`config.mk`:
```
export PLATFORM = sky130hd
export DESIGN_NAME = kb_event_sched_flat
export DESIGN_NICKNAME = d
export VERILOG_FILES = /design/src/rtl/kb_event_sched_pkg.sv /design/src/rtl/kb_event_sched_if.sv /design/src/rtl/kb_typematic.sv /design/src/rtl/kb_event_sched.sv /design/src/flat_wrapper.sv
export SDC_FILE = /design/constraint.sdc
export NUM_CORES = 1
export LEC_CHECK = 0
export CAP_MARGIN = 20
export CELL_PAD_IN_SITES_DETAIL_PLACEMENT = 1
export CELL_PAD_IN_SITES_GLOBAL_PLACEMENT = 2
export CORE_ASPECT_RATIO = 0.75
export CORE_MARGIN = 1
export CORE_UTILIZATION = 43
export CTS_BUF_LIST = sky130_fd_sc_hd__clkbuf_16
export CTS_CLUSTER_DIAMETER = 100
export CTS_CLUSTER_SIZE = 30
export DETAILED_ROUTE_END_ITERATION = 12
export PLACE_DENSITY = 0.95
export SETUP_SLACK_MARGIN = 0.2
export SYNTH_ARGS = -nofsm -noshare
export SYNTH_HDL_FRONTEND = slang
export SYNTH_SLANG_ARGS = --single-unit
```
`constraint.sdc`:
```
create_clock -name clk -period 6.2 [get_ports clk]
set_input_delay 1.24 -clock clk [delete_from_list [all_inputs] [get_ports clk]]
set_output_delay 1.24 -clock clk [all_outputs]
set_load 0.05 [all_outputs]
```
`src/rtl/kb_event_sched_pkg.sv`:
```
// Shared types and helpers for the keyboard event sequencer.
// A report is scanned as 14 slots: modifier bits 0..7, then key slots 1..6.
package kb_sched_pkg;

  typedef enum logic [2:0] {
    IDLE,
    CAPTURE,
    SCAN_REL,
    SCAN_PRS,
    EMIT,
    GAP,
    COMMIT
  } state_t;

  localparam int         NUM_SLOTS    = 14;
  localparam logic [7:0] HID_NONE     = 8'h00;
  localparam logic [7:0] HID_ROLLOVER = 8'h01;
  localparam logic [7:0] HID_MOD_BASE = 8'hE0;

  // key[0] is slot 1, which sits in the top byte of the 48-bit key bus
  typedef struct packed {
    logic [7:0]      mod;
    logic [0:5][7:0] key;
  } kb_report_t;

  // HID usage carried by slot idx of report r (modifiers map to 0xE0..0xE7)
  function automatic logic [7:0] slot_code(kb_report_t r, logic [3:0] idx);
    logic [7:0] c;
    c = HID_NONE;
    if (idx < 4'd8) begin
      c = HID_MOD_BASE | {5'd0, idx[2:0]};
    end else begin
      for (int k = 0; k < 6; k++) begin
        if (idx == 4'(k + 8)) c = r.key[k];
      end
    end
    return c;
  endfunction

  function automatic logic has_usage(kb_report_t r, logic [7:0] code);
    logic hit;
    hit = 1'b0;
    for (int k = 0; k < 6; k++) begin
      if (r.key[k] == code) hit = 1'b1;
    end
    return hit;
  endfunction

  // Slot idx is active in a and absent from b; a repeated usage only fires on its first slot
  function automatic logic slot_hit(kb_report_t a, kb_report_t b, logic [3:0] idx);
    logic       hit;
    logic [7:0] c;
    c   = slot_code(a, idx);
    hit = 1'b0;
    if (idx < 4'd8) begin
      hit = a.mod[idx[2:0]] & ~b.mod[idx[2:0]];
    end else if (idx < 4'(NUM_SLOTS) && c != HID_NONE && !has_usage(b, c)) begin
      hit = 1'b1;
      for (int j = 0; j < 6; j++) begin
        if (4'(j + 8) < idx && a.key[j] == c) hit = 1'b0;
      end
    end
    return hit;
  endfunction

endpackage

```
`src/rtl/kb_event_sched_if.sv`:
```
// Event handshake between the sequencer (master) and the PS/2 translator (slave).
interface kb_event_sched_if;
  logic       ev_valid;
  logic       ev_ready;
  logic       ev_pressed;
  logic [7:0] ev_code;

  modport master (output ev_valid, output ev_pressed, output ev_code, input ev_ready);
  modport slave  (input ev_valid, input ev_pressed, input ev_code, output ev_ready);
endinterface

```
`src/rtl/kb_typematic.sv`:
```
// Typematic repeat timer: remembers the last non-modifier make and requests
// a repeat after TM_DELAY, then every TM_PERIOD. Built only with KB_TYPEMATIC_EN.
`ifdef KB_TYPEMATIC_EN
module kb_typematic
  import kb_sched_pkg::*;
#(
  parameter logic [23:0] TM_DELAY  = 24'd6_000_000,
  parameter logic [23:0] TM_PERIOD = 24'd1_200_000
) (
  input  logic       clk,
  input  logic       reset_n,
  input  logic       ev_done_i,
  input  logic       ev_pressed_i,
  input  logic [7:0] ev_code_i,
  input  logic       repeat_i,
  output logic       fire_o,
  output logic [7:0] code_o
);

  // Two cycles of the interval are spent reaching EMIT after the timer expires
  localparam logic [23:0] DLY_LOAD = (TM_DELAY  > 24'd1) ? TM_DELAY  - 24'd2 : 24'd0;
  localparam logic [23:0] PER_LOAD = (TM_PERIOD > 24'd1) ? TM_PERIOD - 24'd2 : 24'd0;

  logic        armed_q, armed_d;
  logic [7:0]  code_q, code_d;
  logic [23:0] cnt_q, cnt_d;

  // Arm/disarm on accepted events, otherwise count down to expiry
  always_comb begin
    armed_d = armed_q;
    code_d  = code_q;
    cnt_d   = cnt_q;
    if (ev_done_i && ev_pressed_i) begin
      if (ev_code_i >= HID_MOD_BASE) begin
        armed_d = 1'b0;
      end else begin
        armed_d = 1'b1;
        code_d  = ev_code_i;
        cnt_d   = repeat_i ? PER_LOAD : DLY_LOAD;
      end
    end else if (ev_done_i && armed_q && ev_code_i == code_q) begin
      armed_d = 1'b0;
    end else if (armed_q && cnt_q != 24'd0) begin
      cnt_d = cnt_q - 24'd1;
    end
  end

  // Timer state register
  always_ff @(posedge clk or negedge reset_n) begin
    if (!reset_n) begin
      armed_q <= 1'b0;
      code_q  <= 8'h00;
      cnt_q   <= 24'd0;
    end else begin
      armed_q <= armed_d;
      code_q  <= code_d;
      cnt_q   <= cnt_d;
    end
  end

  assign fire_o = armed_q && (cnt_q == 24'd0);
  assign code_o = code_q;

endmodule
`endif

```
`src/rtl/kb_event_sched.sv`:
```
// Keyboard event sequencer: diffs each HID report against the last committed
// one and emits make/break events one at a time, spaced by GAP_CYCLES.
// Optional typematic repeat is enabled by defining KB_TYPEMATIC_EN.
//
// state    | meaning
// IDLE     | waiting for a report (pending or strobe) or a typematic repeat
// CAPTURE  | new report latched; drop it if it carries ErrorRollOver
// SCAN_REL | walk slots 0..13, old active & absent in new -> break
// SCAN_PRS | walk slots 0..13, new active & absent in old -> make
// EMIT     | ev_valid high, event held until accepted
// GAP      | enforced idle time after an accepted event
// COMMIT   | new report becomes the committed report
module kb_event_sched
  import kb_sched_pkg::*;
#(
  parameter logic [15:0] GAP_CYCLES = 16'd1000,
  parameter logic [23:0] TM_DELAY   = 24'd6_000_000,
  parameter logic [23:0] TM_PERIOD  = 24'd1_200_000
) (
  input  logic             clk,
  input  logic             reset_n,
  input  logic             report_stb,
  input  logic [7:0]       usb_kb_mod,
  input  logic [47:0]      usb_kb_keys,
  kb_event_sched_if.master ev,
  output logic             busy,
  output logic [7:0]       ovf_cnt
);

  state_t     state_q, state_d, resume_q, resume_d;
  kb_report_t old_q, old_d, new_q, new_d, pend_q, pend_d;
  logic       pend_vld_q, pend_vld_d;
  logic [3:0] idx_q, idx_d;
  logic [15:0] gap_q, gap_d;
  logic [7:0] code_q, code_d, ovf_q, ovf_d;
  logic       pressed_q, pressed_d;

  kb_report_t in_rpt, scan_a, scan_b;
  logic       slot_evt, last_slot, hs;
  logic [7:0] slot_usage;
  state_t     nxt_state;
  logic [3:0] nxt_idx;

  assign in_rpt     = {usb_kb_mod, usb_kb_keys};
  assign scan_a     = (state_q == SCAN_PRS) ? new_q : old_q;
  assign scan_b     = (state_q == SCAN_PRS) ? old_q : new_q;
  assign slot_evt   = slot_hit(scan_a, scan_b, idx_q);
  assign slot_usage = slot_code(scan_a, idx_q);
  assign last_slot  = (idx_q == 4'(NUM_SLOTS - 1));
  assign nxt_state  = !last_slot ? state_q : ((state_q == SCAN_REL) ? SCAN_PRS : COMMIT);
  assign nxt_idx    = last_slot ? 4'd0 : idx_q + 4'd1;
  assign hs         = (state_q == EMIT) && ev.ev_ready;

`ifdef KB_TYPEMATIC_EN
  logic       tm_fire;
  logic [7:0] tm_code;

  kb_typematic #(
    .TM_DELAY  (TM_DELAY),
    .TM_PERIOD (TM_PERIOD)
  ) u_typematic (
    .clk          (clk),
    .reset_n      (reset_n),
    .ev_done_i    (hs),
    .ev_pressed_i (pressed_q),
    .ev_code_i    (code_q),
    .repeat_i     (resume_q == IDLE),
    .fire_o       (tm_fire),
    .code_o       (tm_code)
  );
`else
  logic unused_tm;
  assign unused_tm = ^{TM_DELAY, TM_PERIOD};
`endif

  // Next-state, scan walk and pending-report bookkeeping
  always_comb begin
    state_d    = state_q;
    resume_d   = resume_q;
    old_d      = old_q;
    new_d      = new_q;
    pend_d     = pend_q;
    pend_vld_d = pend_vld_q;
    idx_d      = idx_q;
    gap_d      = gap_q;
    code_d     = code_q;
    pressed_d  = pressed_q;
    ovf_d      = ovf_q;

    case (state_q)
      IDLE: begin
        if (pend_vld_q) begin
          new_d      = pend_q;
          pend_vld_d = 1'b0;
          state_d    = CAPTURE;
        end else if (report_stb) begin
          new_d   = in_rpt;
          state_d = CAPTURE;
`ifdef KB_TYPEMATIC_EN
        end else if (tm_fire) begin
          code_d    = tm_code;
          pressed_d = 1'b1;
          resume_d  = IDLE;
          state_d   = EMIT;
`endif
        end
      end
      CAPTURE: begin
        idx_d   = 4'd0;
        state_d = has_usage(new_q, HID_ROLLOVER) ? IDLE : SCAN_REL;
      end
      SCAN_REL, SCAN_PRS: begin
        idx_d = nxt_idx;
        if (slot_evt) begin
          code_d    = slot_usage;
          pressed_d = (state_q == SCAN_PRS);
          resume_d  = nxt_state;
          state_d   = EMIT;
        end else begin
          state_d = nxt_state;
        end
      end
      EMIT: begin
        if (ev.ev_ready) begin
          if (GAP_CYCLES == 16'd0) begin
            state_d = resume_q;
          end else begin
            gap_d   = GAP_CYCLES - 16'd1;
            state_d = GAP;
          end
        end
      end
      GAP: begin
        if (gap_q == 16'd0) state_d = resume_q;
        else                gap_d   = gap_q - 16'd1;
      end
      COMMIT: begin
        old_d   = new_q;
        state_d = IDLE;
      end
      default: state_d = IDLE;
    endcase

    // A strobe that cannot be taken directly lands in the 1-deep pending slot
    if (report_stb && (state_q != IDLE || pend_vld_q)) begin
      pend_d     = in_rpt;
      pend_vld_d = 1'b1;
      if (pend_vld_q && state_q != IDLE && ovf_q != 8'hFF) ovf_d = ovf_q + 8'd1;
    end
  end

  // Sequencer registers
  always_ff @(posedge clk or negedge reset_n) begin
    if (!reset_n) begin
      state_q    <= IDLE;
      resume_q   <= IDLE;
      old_q      <= '0;
      new_q      <= '0;
      pend_q     <= '0;
      pend_vld_q <= 1'b0;
      idx_q      <= 4'd0;
      gap_q      <= 16'd0;
      code_q     <= 8'h00;
      pressed_q  <= 1'b0;
      ovf_q      <= 8'h00;
    end else begin
      state_q    <= state_d;
      resume_q   <= resume_d;
      old_q      <= old_d;
      new_q      <= new_d;
      pend_q     <= pend_d;
      pend_vld_q <= pend_vld_d;
      idx_q      <= idx_d;
      gap_q      <= gap_d;
      code_q     <= code_d;
      pressed_q  <= pressed_d;
      ovf_q      <= ovf_d;
    end
  end

  assign ev.ev_valid   = (state_q == EMIT);
  assign ev.ev_pressed = pressed_q;
  assign ev.ev_code    = code_q;
  assign busy          = (state_q != IDLE);
  assign ovf_cnt       = ovf_q;

endmodule

```
`src/flat_wrapper.sv`:
```
// flat-port wrapper written by rule: the top's interface ports become plain ports
module kb_event_sched_flat import kb_sched_pkg::*;
#(
  parameter logic [15:0] GAP_CYCLES = 16'd1000,
  parameter logic [23:0] TM_DELAY   = 24'd6_000_000,
  parameter logic [23:0] TM_PERIOD  = 24'd1_200_000
)
  (clk, reset_n, report_stb, usb_kb_mod, usb_kb_keys, busy, ovf_cnt, ev_ev_valid, ev_ev_pressed, ev_ev_code, ev_ev_ready);
  kb_event_sched_if ev_i ();
  input  logic clk;
  input  logic reset_n;
  input  logic report_stb;
  input  logic [7:0] usb_kb_mod;
  input  logic [47:0] usb_kb_keys;
  output logic busy;
  output logic [7:0] ovf_cnt;
  output wire logic [$bits(ev_i.ev_valid)-1:0] ev_ev_valid;
  output wire logic [$bits(ev_i.ev_pressed)-1:0] ev_ev_pressed;
  output wire logic [$bits(ev_i.ev_code)-1:0] ev_ev_code;
  input wire logic [$bits(ev_i.ev_ready)-1:0] ev_ev_ready;
  assign ev_ev_valid = ev_i.ev_valid;
  assign ev_ev_pressed = ev_i.ev_pressed;
  assign ev_ev_code = ev_i.ev_code;
  assign ev_i.ev_ready = ev_ev_ready;
  kb_event_sched #(.GAP_CYCLES(GAP_CYCLES), .TM_DELAY(TM_DELAY), .TM_PERIOD(TM_PERIOD)) u_core (.clk(clk), .reset_n(reset_n), .report_stb(report_stb), .usb_kb_mod(usb_kb_mod), .usb_kb_keys(usb_kb_keys), .ev(ev_i), .busy(busy), .ovf_cnt(ovf_cnt));
endmodule
```
==> impl_metrics.yaml <==
grt:
  use_met2: 0.347
  grt_util_met1: 0.326
  grt_max_degree: 102
  met3_usage: 0.0250
  grt_pass1_wl_mm: 49.4
  grt_usage: 0.217
  antenna_found_initial: 0
  grt_overflow: 0
  grt_pass1_vias: 8811
  grt_busiest_layer: "met2"
clock_tree:
  cts_buffer_depth: 3
  clock-root-buffer: "clkbuf_16"
  postCtsSetupRepairBufs: 0
  htree_levels: 1
  clkTransAtPathRegs_ns: 0.12
  cts_hold_buf: 0
  worstSkewPairLatency_ns: 0.49
  cts_sinks: 212
  cts_tree: "done"
  cts_resized: 0
  cts_made_buffers: 11
logic_synthesis:
  synth-async-reset-ratio: 1.00
  ys_seq_elements: 212
  seq_area_frac_synth: 0.450
  synth_cells: 1082
  ys_warn_count: 0
  synth_edf_count: 0
  ys_types: 62
  synth_fp_nets: 1147
  syn_avg_cell_area_um2: 10.9
  ys.flop_type: "dfrtp_1"
  syn_area_um2: 11800
timing:
  maxSlewViolCount: 0
  period_share: 0.820
  relSlewSlack: 0.322
  maxClockFrequency_mhz: 197
  layout_min_cycle_time_ns: 5.08
  setup_viol: 0
  fin_skew_ns: 0.0300
  finalHoldViolCount: 0
  timing.hold.ws_ns: 0.488
  worstMarginPinSlew_ns: 1.02
  rsz0062_at_grt: "false"
  fin_setup_tns_ns: 0
route:
  initialDrtViolationCount: 456
  wl_per_cell_um: 20.3
  drc_errors: 5
  dr.pass1.iters: 11
  ant_nets: 0
  vias: 8296
  viasPerCell: 5.61
  wirelength_mm: 30.0
layout:
  final_common_cell: "dfrtp_1"
  nets: 1190
  drive_gt1_frac: 0.155
  final_cell_mix: "dfrtp_1 (211), mux2i_1 (153), mux2_2 (116)"
  stdcell_count: 1478
  area_growth_pct: 11.7
  n_antenna_cell: 0
setup_path:
  arrival_ns: 5.46
  cp-end-kind: "flip-flop"
  cp_max_fo: 27
  cp-start-kind: "flip-flop"
  criticalPathCategory: "reg2reg"
  worstPathRequired_ns: 6.58
place:
  numPlacedInstances: 1462
  port-buffer-count: 78
  hpwl_mm: 21.8
  gp_congestion: 0.945
power:
  peakVddDrop_mv: 0.253
  cellPowerDensity_nw_per_um2: 482
  p_leak_nw: 5.74
die:
  ios: 79
  die_x_um: 193
  num_rows: 52
  die_area_um2: 28100
  start_util: 0.437
  design.core.area_um2: 27000
  die_h_um: 145
job:
  maxCapViolCount: 0
outcome:
  violations: "design-rule violations"
  status: "complete, but fails checks"
worst_hold_path:
  holdCritPathClass: "reg2reg"
==> metal layers <==
layer  vias up  routed length (um)  part of all wire
met1      4253               15200              0.51
met4         0                 310             0.010
met3        18                 936             0.031
li1       3916                   -                 -
met2       109               13600              0.45
met5         -                   0                 0
==> power by group <==
group	internal, W	switching, W
Sequential	0.00196	0.000648
Clock	0.000336	0.000465
Combinational	0.00135	0.00159
==> cell families (layout without fill, tap and decap cells) <==
group	Yosys count	in the layout	synth area share
mux	276	276	0.251
simple gates	247	247	0.101
flops	212	212	0.450
compound gates	161	161	0.0828
xor+xnor	103	103	0.0764
buf+inv	77	122	0.0339
fa+ha+maj	6	6	0.00615
==> stage by stage <==
step / cell area, um2 / utilization / power, W / setup slack, ns
after floorplan: 11800 / - / 0.00470 / 2.52
after global placement: 12800 / 0.475 / 0.00542 / 1.28
after detailed placement: 12800 / 0.475 / 0.00557 / 1.20
after CTS: 13200 / 0.487 / 0.00639 / 1.14
after global routing: 13200 / 0.488 / 0.00679 / 0.842
final: 13200 / 0.488 / 0.00635 / 1.12
==> area by class of cell <==
class                   count  area [um2]
clock buffers              11         275
clock inverters             4        45.0
fillers                  2917       13800
inverters                  11        41.3
multi-input cells         793        6120
flip-flops and latches    212        5310
well taps                 351         439
repair buffers             96         945
==> cell usage after synthesis, types with 3 or more instances <==
cell        n  area [um2]
buf_6       8        90.1
or2_2       3        18.8
nor2_1    102         383
o22ai_1     3        18.8
nand2b_1    4        25.0
or4_1       3        22.5
ha_1        5        62.6
nor4_1     13        81.3
nand2_1    41         154
a211oi_1    4        30.0
nor4b_1     5        43.8
or3_1       8        50.1
xnor2_1    47         412
and2_1      3        18.8
nand4_1    12        75.1
buf_1       4        15.0
clkbuf_1   41         154
a22o_1      3        26.3
o21ai_1     3        15.0
nand3b_1    3        22.5
mux2_2    116        1310
nand3_1    13        65.1
o221ai_1    3        26.3
dfrtp_1   212        5310
o21ai_0    31         155
mux2_4      4        60.1
inv_1      11        41.3
xor2_1     56         490
buf_2       9        45.0
and3_1      6        37.5
mux2i_1   153        1530
a21oi_1    93         465
nor3_1     22         110
==> registers in the layout (all words and copies together) (netlist names) <==
| register | count |
|---|---|
| u_core.new_q | 56 |
| u_core.old_q | 56 |
| u_core.pend_q | 56 |
| u_core.gap_q | 16 |
| u_core.ev.ev_code | 8 |
| u_core.ovf_cnt | 8 |
| u_core.idx_q | 4 |
| u_core.resume_q | 3 |
| u_core.state_q | 3 |
| u_core.ev.ev_pressed | 1 |
| u_core.pend_vld_q | 1 |
==> final timing paths <==
check | from | to | slack [ns] | cells past startpoint
max in group asynchronous | reset_n | u_core.old_q[31]$_DFFE_PN0N_ | 4.04 | 2
min reg2reg | u_core.resume_q[1]$_DFFE_PN0P_ | u_core.resume_q[1]$_DFFE_PN0P_ | 0.49 | 1
min in group asynchronous | reset_n | u_core.gap_q[7]$_DFFE_PN0P_ | 0.83 | 1
max reg2reg | u_core.state_q[1]$_DFFE_PN0P_ | u_core.ev.ev_pressed$_DFFE_PN0P_ | 1.12 | 13
min | u_core.resume_q[1]$_DFFE_PN0P_ | u_core.resume_q[1]$_DFFE_PN0P_ | 0.49 | 1
max | u_core.state_q[1]$_DFFE_PN0P_ | u_core.ev.ev_pressed$_DFFE_PN0P_ | 1.12 | 13
==> worst max-delay path, cell delays in order (launching register included) <==
cell      delay (ns)
dfrtp_1         0.62
and3b_2         0.28
buf_4           0.41
mux2i_1         0.45
o221ai_1        0.25
a221oi_2        0.66
buf_4           0.35
xor2_1          0.16
nor3_1          0.07
nand4_1         0.17
o41ai_2         0.15
o31ai_1         0.47
nand3b_2        0.45
mux2_4          0.43
No activity file was read; power rests on OpenSTA's default activity.
